==> config.mk <==
export PLATFORM = sky130hd
export DESIGN_NAME = instr_encoder
export DESIGN_NICKNAME = d
export VERILOG_FILES = /design/src/rtl/instr_encoder.sv
export SDC_FILE = /design/constraint.sdc
export NUM_CORES = 1
export LEC_CHECK = 0
export ABC_CLOCK_PERIOD_IN_PS = 5100
export CORE_MARGIN = 2
export CORE_UTILIZATION = 35
export DETAILED_ROUTE_END_ITERATION = 16
export PLACE_DENSITY = 0.67
export SLEW_MARGIN = 10
export SYNTH_ARGS = -nofsm -noshare
export SYNTH_HDL_FRONTEND = slang
export SYNTH_SLANG_ARGS = --single-unit
==> constraint.sdc <==
create_clock -name clk -period 5.1 [get_ports clk]
set_input_delay 1.02 -clock clk [delete_from_list [all_inputs] [get_ports clk]]
set_output_delay 1.02 -clock clk [all_outputs]
set_load 0.03 [all_outputs]
==> src/rtl/instr_encoder.sv <==
`default_nettype none
// ============================================================================
// instr_encoder : packs decoded RV32I fields into instruction words, checks
//                 immediates, and streams words out with sequential addresses.
// Revision      : 1.0
// ============================================================================
module instr_encoder #(
  parameter int          ADDR_W    = 10,
  parameter int unsigned BASE_ADDR = 0
) (
  input  logic              clk,
  input  logic              rst,
  input  logic              start,
  input  logic              in_valid,
  output logic              in_ready,
  input  logic [6:0]        opcode,
  input  logic [2:0]        funct3,
  input  logic [6:0]        funct7,
  input  logic [4:0]        rd,
  input  logic [4:0]        rs1,
  input  logic [4:0]        rs2,
  input  logic [31:0]       imm32,
  output logic              out_valid,
  input  logic              out_ready,
  output logic [31:0]       out_instr,
  output logic [ADDR_W-1:0] out_addr,
  output logic              out_err,
  output logic [2:0]        err_code,
  output logic [15:0]       count
);

  localparam logic [ADDR_W-1:0] c_BASE = ADDR_W'(BASE_ADDR);
  localparam logic [ADDR_W-1:0] c_STEP = ADDR_W'(4);
  localparam logic [31:0] c_NOP      = 32'h0000_0013;
  localparam logic [6:0]  c_OP_R     = 7'b0110011;
  localparam logic [6:0]  c_OP_IMM   = 7'b0010011;
  localparam logic [6:0]  c_OP_LOAD  = 7'b0000011;
  localparam logic [6:0]  c_OP_JALR  = 7'b1100111;
  localparam logic [6:0]  c_OP_STORE = 7'b0100011;
  localparam logic [6:0]  c_OP_BR    = 7'b1100011;
  localparam logic [6:0]  c_OP_JAL   = 7'b1101111;
  localparam logic [6:0]  c_OP_LUI   = 7'b0110111;
  localparam logic [6:0]  c_OP_AUIPC = 7'b0010111;
  localparam logic [2:0]  c_ERR_NONE  = 3'd0;
  localparam logic [2:0]  c_ERR_OP    = 3'd1;
  localparam logic [2:0]  c_ERR_RANGE = 3'd2;
  localparam logic [2:0]  c_ERR_ALIGN = 3'd3;
  localparam logic [2:0]  c_ERR_ULOW  = 3'd4;
  localparam logic [2:0]  c_ERR_SHAMT = 3'd5;
  localparam logic [2:0]  c_ERR_F7    = 3'd6;

  logic              r_s1_valid;
  logic [6:0]        r_op;
  logic [2:0]        r_f3;
  logic [6:0]        r_f7;
  logic [4:0]        r_rd;
  logic [4:0]        r_rs1;
  logic [4:0]        r_rs2;
  logic [31:0]       r_imm;
  logic              r_s2_valid;
  logic [31:0]       r_instr;
  logic              r_err;
  logic [2:0]        r_code;
  logic [ADDR_W-1:0] r_addr;
  logic [15:0]       r_count;

  logic        w_in_fire;
  logic        w_out_fire;
  logic        w_s2_load;
  logic [31:0] w_enc;
  logic [2:0]  w_code;
  logic        w_fit12;
  logic        w_fit13;
  logic        w_fit21;
  logic        w_shamt_ok;
  logic        w_f7_ok;

  assign in_ready   = !rst && !start && (!r_s1_valid || !r_s2_valid || out_ready);
  assign w_in_fire  = in_valid && in_ready;
  assign w_s2_load  = r_s1_valid && (!r_s2_valid || out_ready);
  assign w_out_fire = r_s2_valid && out_ready;

  // A value fits an N-bit signed field when all bits above N-1 equal the sign bit.
  assign w_fit12    = (&r_imm[31:11]) || !(|r_imm[31:11]);
  assign w_fit13    = (&r_imm[31:12]) || !(|r_imm[31:12]);
  assign w_fit21    = (&r_imm[31:20]) || !(|r_imm[31:20]);
  assign w_shamt_ok = !(|r_imm[31:5]);
  assign w_f7_ok    = (r_f7 == 7'b0000000) || (r_f7 == 7'b0100000);

  always_comb begin
    w_enc  = '0;
    w_code = c_ERR_NONE;
    case (r_op)
      c_OP_R: begin
        w_enc = {r_f7, r_rs2, r_rs1, r_f3, r_rd, r_op};
        if (!w_f7_ok) w_code = c_ERR_F7;
      end
      c_OP_IMM: begin
        if (r_f3 == 3'b001 || r_f3 == 3'b101) begin
          w_enc = {r_f7, r_imm[4:0], r_rs1, r_f3, r_rd, r_op};
          if (!w_shamt_ok)
            w_code = c_ERR_SHAMT;
          else if ((r_f3 == 3'b001) ? (r_f7 != 7'b0000000) : !w_f7_ok)
            w_code = c_ERR_F7;
        end else begin
          w_enc = {r_imm[11:0], r_rs1, r_f3, r_rd, r_op};
          if (!w_fit12) w_code = c_ERR_RANGE;
        end
      end
      c_OP_LOAD, c_OP_JALR: begin
        w_enc = {r_imm[11:0], r_rs1, r_f3, r_rd, r_op};
        if (!w_fit12) w_code = c_ERR_RANGE;
      end
      c_OP_STORE: begin
        w_enc = {r_imm[11:5], r_rs2, r_rs1, r_f3, r_imm[4:0], r_op};
        if (!w_fit12) w_code = c_ERR_RANGE;
      end
      c_OP_BR: begin
        w_enc = {r_imm[12], r_imm[10:5], r_rs2, r_rs1, r_f3, r_imm[4:1], r_imm[11], r_op};
        if (r_imm[0])      w_code = c_ERR_ALIGN;
        else if (!w_fit13) w_code = c_ERR_RANGE;
      end
      c_OP_JAL: begin
        w_enc = {r_imm[20], r_imm[10:1], r_imm[11], r_imm[19:12], r_rd, r_op};
        if (r_imm[0])      w_code = c_ERR_ALIGN;
        else if (!w_fit21) w_code = c_ERR_RANGE;
      end
      c_OP_LUI, c_OP_AUIPC: begin
        w_enc = {r_imm[31:12], r_rd, r_op};
        if (|r_imm[11:0]) w_code = c_ERR_ULOW;
      end
      default: w_code = c_ERR_OP;
    endcase
  end

  always_ff @(posedge clk or posedge rst) begin
    if (rst) begin
      r_s1_valid <= 1'b0;
      r_op       <= '0;
      r_f3       <= '0;
      r_f7       <= '0;
      r_rd       <= '0;
      r_rs1      <= '0;
      r_rs2      <= '0;
      r_imm      <= '0;
      r_s2_valid <= 1'b0;
      r_instr    <= '0;
      r_err      <= 1'b0;
      r_code     <= c_ERR_NONE;
      r_addr     <= c_BASE;
      r_count    <= '0;
    end else if (start) begin
      // Restart drops in-flight words without handshaking them.
      r_s1_valid <= 1'b0;
      r_s2_valid <= 1'b0;
      r_instr    <= '0;
      r_err      <= 1'b0;
      r_code     <= c_ERR_NONE;
      r_addr     <= c_BASE;
      r_count    <= '0;
    end else begin
      if (w_in_fire) begin
        r_s1_valid <= 1'b1;
        r_op       <= opcode;
        r_f3       <= funct3;
        r_f7       <= funct7;
        r_rd       <= rd;
        r_rs1      <= rs1;
        r_rs2      <= rs2;
        r_imm      <= imm32;
      end else if (w_s2_load) begin
        r_s1_valid <= 1'b0;
      end

      if (w_s2_load) begin
        r_s2_valid <= 1'b1;
        r_instr    <= (w_code != c_ERR_NONE) ? c_NOP : w_enc;
        r_err      <= (w_code != c_ERR_NONE);
        r_code     <= w_code;
      end else if (w_out_fire) begin
        r_s2_valid <= 1'b0;
      end

      if (w_out_fire) begin
        r_addr <= r_addr + c_STEP;
        if (r_count != 16'hFFFF) r_count <= r_count + 16'd1;
      end
    end
  end

  assign out_valid = r_s2_valid;
  assign out_instr = r_instr;
  assign out_err   = r_err;
  assign err_code  = r_code;
  assign out_addr  = r_addr;
  assign count     = r_count;

endmodule
`default_nettype wire

# After elaboration in Yosys (flattened, before gate mapping)
# Cells that the tools add are included.
# totals
reg_bits	128
word_cells	104
input_bits	69
out_inout_bits	64
# classes
n_bitwise	1
n_mux	32
n_addsub	2
n_reduce_logical	42
n_eq_ne	13
# ops
cell	count
$pmux W32 S7	1
$mux W32	4
$mux W16	3
$eq A7 B6 Y1 const B	4
$reduce_or A27 Y1	1
$reduce_or A12 Y1	2
$eq A7 B7 Y1 const B	3
$mux W3	7
$reduce_and A21 Y1	1
$reduce_or A21 Y1	1
$mux W10	2
$reduce_and A20 Y1	1
$reduce_or A20 Y1	1
$pmux W3 S6	1
$add A16 B1 Y16 const B	1
$ne A16 B16 Y1 const B	1
$eq A7 B5 Y1 const B	2
$reduce_and A12 Y1	1
$add A10 B3 Y10 const B	1
$mux W2	5
$mux W1	9
$reduce_bool A3 Y1	3
$logic_not A1 Y1	8
$logic_or A1 B1 Y1	8
11 further kinds	19

# Depth between registers and ports, before layout
# logic_depth
word_depth	12
mapped_depth	9
ltp_nobuf	7

# Worst setup path after synthesis
# No wires, ideal clock.
# synth_path
path_kind	input-to-reg
start	input start
end	register r_f3[0]
arrival_time_ns	2.924
t_required_ns	4.975
setup_ns	0.125
stages	6
slack_ns	2.051
path_buffers	3
cell_sequence	clkbuf_1 a211oi_1 nand2_1 clkbuf_1 clkbuf_1 mux2_2
# synth_between
elab_chain_cells	5
elab_cells_between_ends	6
classes_between	bitwise: 1; reduce/logical: 5
# synth_lines
item	line_no	source
start, declared	13	input logic start,
$logic_not A1 Y1	78	assign in_ready = !rst && !start && (!r_s1_valid || !r_s2_valid || out_ready);
$logic_and A1 B1 Y1 (2 in a row)	78	
via in_ready	15	output logic in_ready,
$logic_and A1 B1 Y1	79	assign w_in_fire = in_valid && in_ready;
$reduce_and A2 Y1 (no source line)	--	
end signal, assigned	165	r_f3 <= funct3;
end, declared	54	logic [2:0] r_f3;
# The timed path passes the listed nets, and every way through them passes these cells.
# A chain may end at the register's enable or synchronous reset.

# Final worst setup path
# layout_path
start	input out_ready
end	output in_ready
# layout_between
elab_chain_cells	2
# layout_lines
item	line_no	source
start, declared	24	input logic out_ready,
$logic_or A1 B1 Y1	78	
$logic_and A1 B1 Y1	78	
end, declared	15	
# Every way passes these cells.

==> out/qor.txt <==
status: completed
Clock Latency Late Sink: 0.41 ns
fin. max-slew vios: 0
number of warnings issued by yosys: 0
max-capacitance violation count: 0
H-tree levels: 4
Critical Path AT: 2.72 ns
DRC viols: 0
Critical Path Fanout Max: 4
EDFF count, synth: 0
RSZ-0062 raised after global routing: no
area of the mapped netlist: 5940 um^2
global-route wire length before repair: 26,200 um
Inserted Clock Buffers: 17
# IOs: 133
pin count of the biggest net entering global routing: 66
sum of negative setup slack: 0 ns
worst slew pin tran: 0.964 ns
net total in the final layout: 748
asr flop ratio synth: 100%
HPWL Detailed: 12,100 um
worst setup slack after layout: 1.36 ns
Area contributors post-synth: dfrtp_1 (53%), mux2_2 (13%), nand2_1 (4.5%)
drt wl/cell: 17.8 um
Tmin final: 3.74 ns
overall routed net length: 16,200 um
Rel. slew slack: 35.2%
internal reg-to-reg setup slack: 1.80 ns
postcts setup bufs: 0
dominant synthesized flop cell: dfrtp_1
clock buffer depth: 2
most common cell in the synthesized netlist: dfrtp_1
Highest Clock Rate: 267 MHz
worst slack at placement: 1.38 ns
antenna cell count: 0
clk sinks: 126
gr usage total: 18.8%
leading area contributor after synthesis: dfrtp_1
Cell variety after synth: 55
worst reg-to-reg path cell count: 6
FILL cells: 1,561
pwr dens: 335 nW/um^2
initial antenna violation count: 0
Crit Path Category: in2out
Core Rows: 47
flops & latches, synth: 126
Initial Util: 35.8%
# setup viols final: 0
clock slew at reported path FFs: 0.05 ns
r2r endpoint: out_err
critical path startpoint category: input pin
DR iter-0 viols: 425
DR pass1 iterations: 6
I/O Buffers: 130
Hold Crit Depth: 2
detailed-route via count: 4,789
Die Y: 134 um
hold wc startpoint: out_instr[15]
Final period util: 73.4%
gpl congestion: 0.851
Post-synth top cells: dfrtp_1 (126), nand2_1 (72), mux2_2 (66)
Worst Hold End: out_instr[15]
Core Box Area: 16,600 um^2
hold buffers post-CTS: 0
vias in the first global route: 4,799
Worst Setup SP: out_ready
CTS tree: built
Routed Antenna Nets: 0
Worst Hold Class: reg2reg
layout cells sized above 1: 15.8%
synthesized instance count: 552
Setup Skew: 0.00860 ns
register area share after synthesis: 53.1%
Die Width: 134 um
fin util: 48.2%
root buffer cell: clkbuf_16
WP data required: 4.08 ns
Hold Vio Cnt, Final: 0
Die Area: 18,000 um^2
Syn Area/Cell: 10.8 um^2
peak supply drop: 0.229 mV
DR vias/cell: 5.27
Area growth syn-to-layout: 34.7%
GRT overflow: 0
reg-to-reg startpoint: r_imm[15]
top-area cell type share of the netlist area: 53.1%
crit end category: output pin
cts repair resizes: 0
leak pwr: 0.00318 uW
[critical path, cell delays in order]
cell and delay, ns:
clkdlybuf4s50_1 0.51, nor2b_1 0.09, a211oi_1 0.36, clkdlybuf4s50_1 0.74
[where the power goes]
| group | leakage, uW | total (uW) | internal (uW) | switching (uW) |
|---|---|---|---|---|
| registers | 0.00162 | 1230 | 1100 | 124 |
| logic | 0.00130 | 346 | 182 | 164 |
| clock network | 0.000263 | 1110 | 703 | 409 |
[routing by layer]
| metal | global-route usage, % | wire, um | vias to the layer above |
|---|---|---|---|
| li1 | - | - | 2242 |
| met4 | 8.07 | 400 | 0 |
| met2 | 29.1 | 7560 | 180 |
| met3 | 4.35 | 912 | 27 |
| met5 | 0 | 0 | - |
| met1 | 25.3 | 7350 | 2340 |
[worst max-delay path by stage]
| stage | endpoint | slack [ns] |
|---|---|---|
| floorplan | count[0] | 0.72 |
| global placement | in_ready | 1.40 |
| detailed placement | in_ready | 1.38 |
| CTS | in_ready | 1.36 |
| global route | in_ready | 1.26 |
| finish | in_ready | 1.36 |
[cells in the final DEF, fill, tap and decap left out, drive strengths merged, types with 4 or more instances in the layout]
cell	n
clkdlybuf4s50	130
dfrtp	126
nand2	72
mux2	66
o21ai	41
nor2	40
clkbuf	25
nand2b	16
nand4	16
a22o	15
nor3	14
xnor2	11
xor2	10
nor4	10
a222oi	10
a21oi	9
nand3	6
buf	6
nor2b	5
inv	5
a211oi	4
[cell families after synthesis]
kind of cell / count (synthesis) / share of synthesized area, %
other: 1 / 0.0631
flip-flops: 126 / 53.1
XOR/XNOR: 21 / 3.10
AO/OA/AOI/OAI: 96 / 11.1
buffers and inverters: 36 / 2.55
adder cells (fa/ha/maj): 2 / 0.421
AND/OR/NAND/NOR: 204 / 17.1
multiplexers: 66 / 12.5
[through the flow]
step / cell area, um^2 / cells / total power [uW] / hold WS (ns)
final: 8000 / 909 / 2680 / 0.479
after global routing: 8000 / 909 / 2800 / 0.520
after CTS: 8000 / 909 / 2710 / 0.486
after detailed placement: 7450 / 878 / 1580 / 0.474
after global placement: 7450 / 878 / 1570 / 0.470
after floorplan: 5940 / 553 / 1420 / 0.480
[flip-flops by register name (all words and copies together), names as in the netlist]
signal,count
r_rs1,5
err_code,3
out_instr,32
r_rd,5
out_addr,8
out_valid,1
r_f3,3
r_rs2,5
r_imm,32
r_s1_valid,1
r_op,7
r_f7,7
out_err,1
count,16
[area by class of cell]
| class | count | area (um^2) | share of cell area (%) |
|---|---|---|---|
| Sequential cell | 126 | 3150 | 39.4 |
| Inverter | 5 | 21.3 | 0.266 |
| Multi-Input combinational cell | 391 | 2650 | 33.1 |
| Timing Repair Buffer | 136 | 1360 | 17.0 |
| Clock buffer | 25 | 485 | 6.07 |
| Tap cell | 220 | 275 | 3.44 |
| Clock inverter | 6 | 60.1 | 0.751 |
Note: power is estimated with default switching activity, not from simulation.
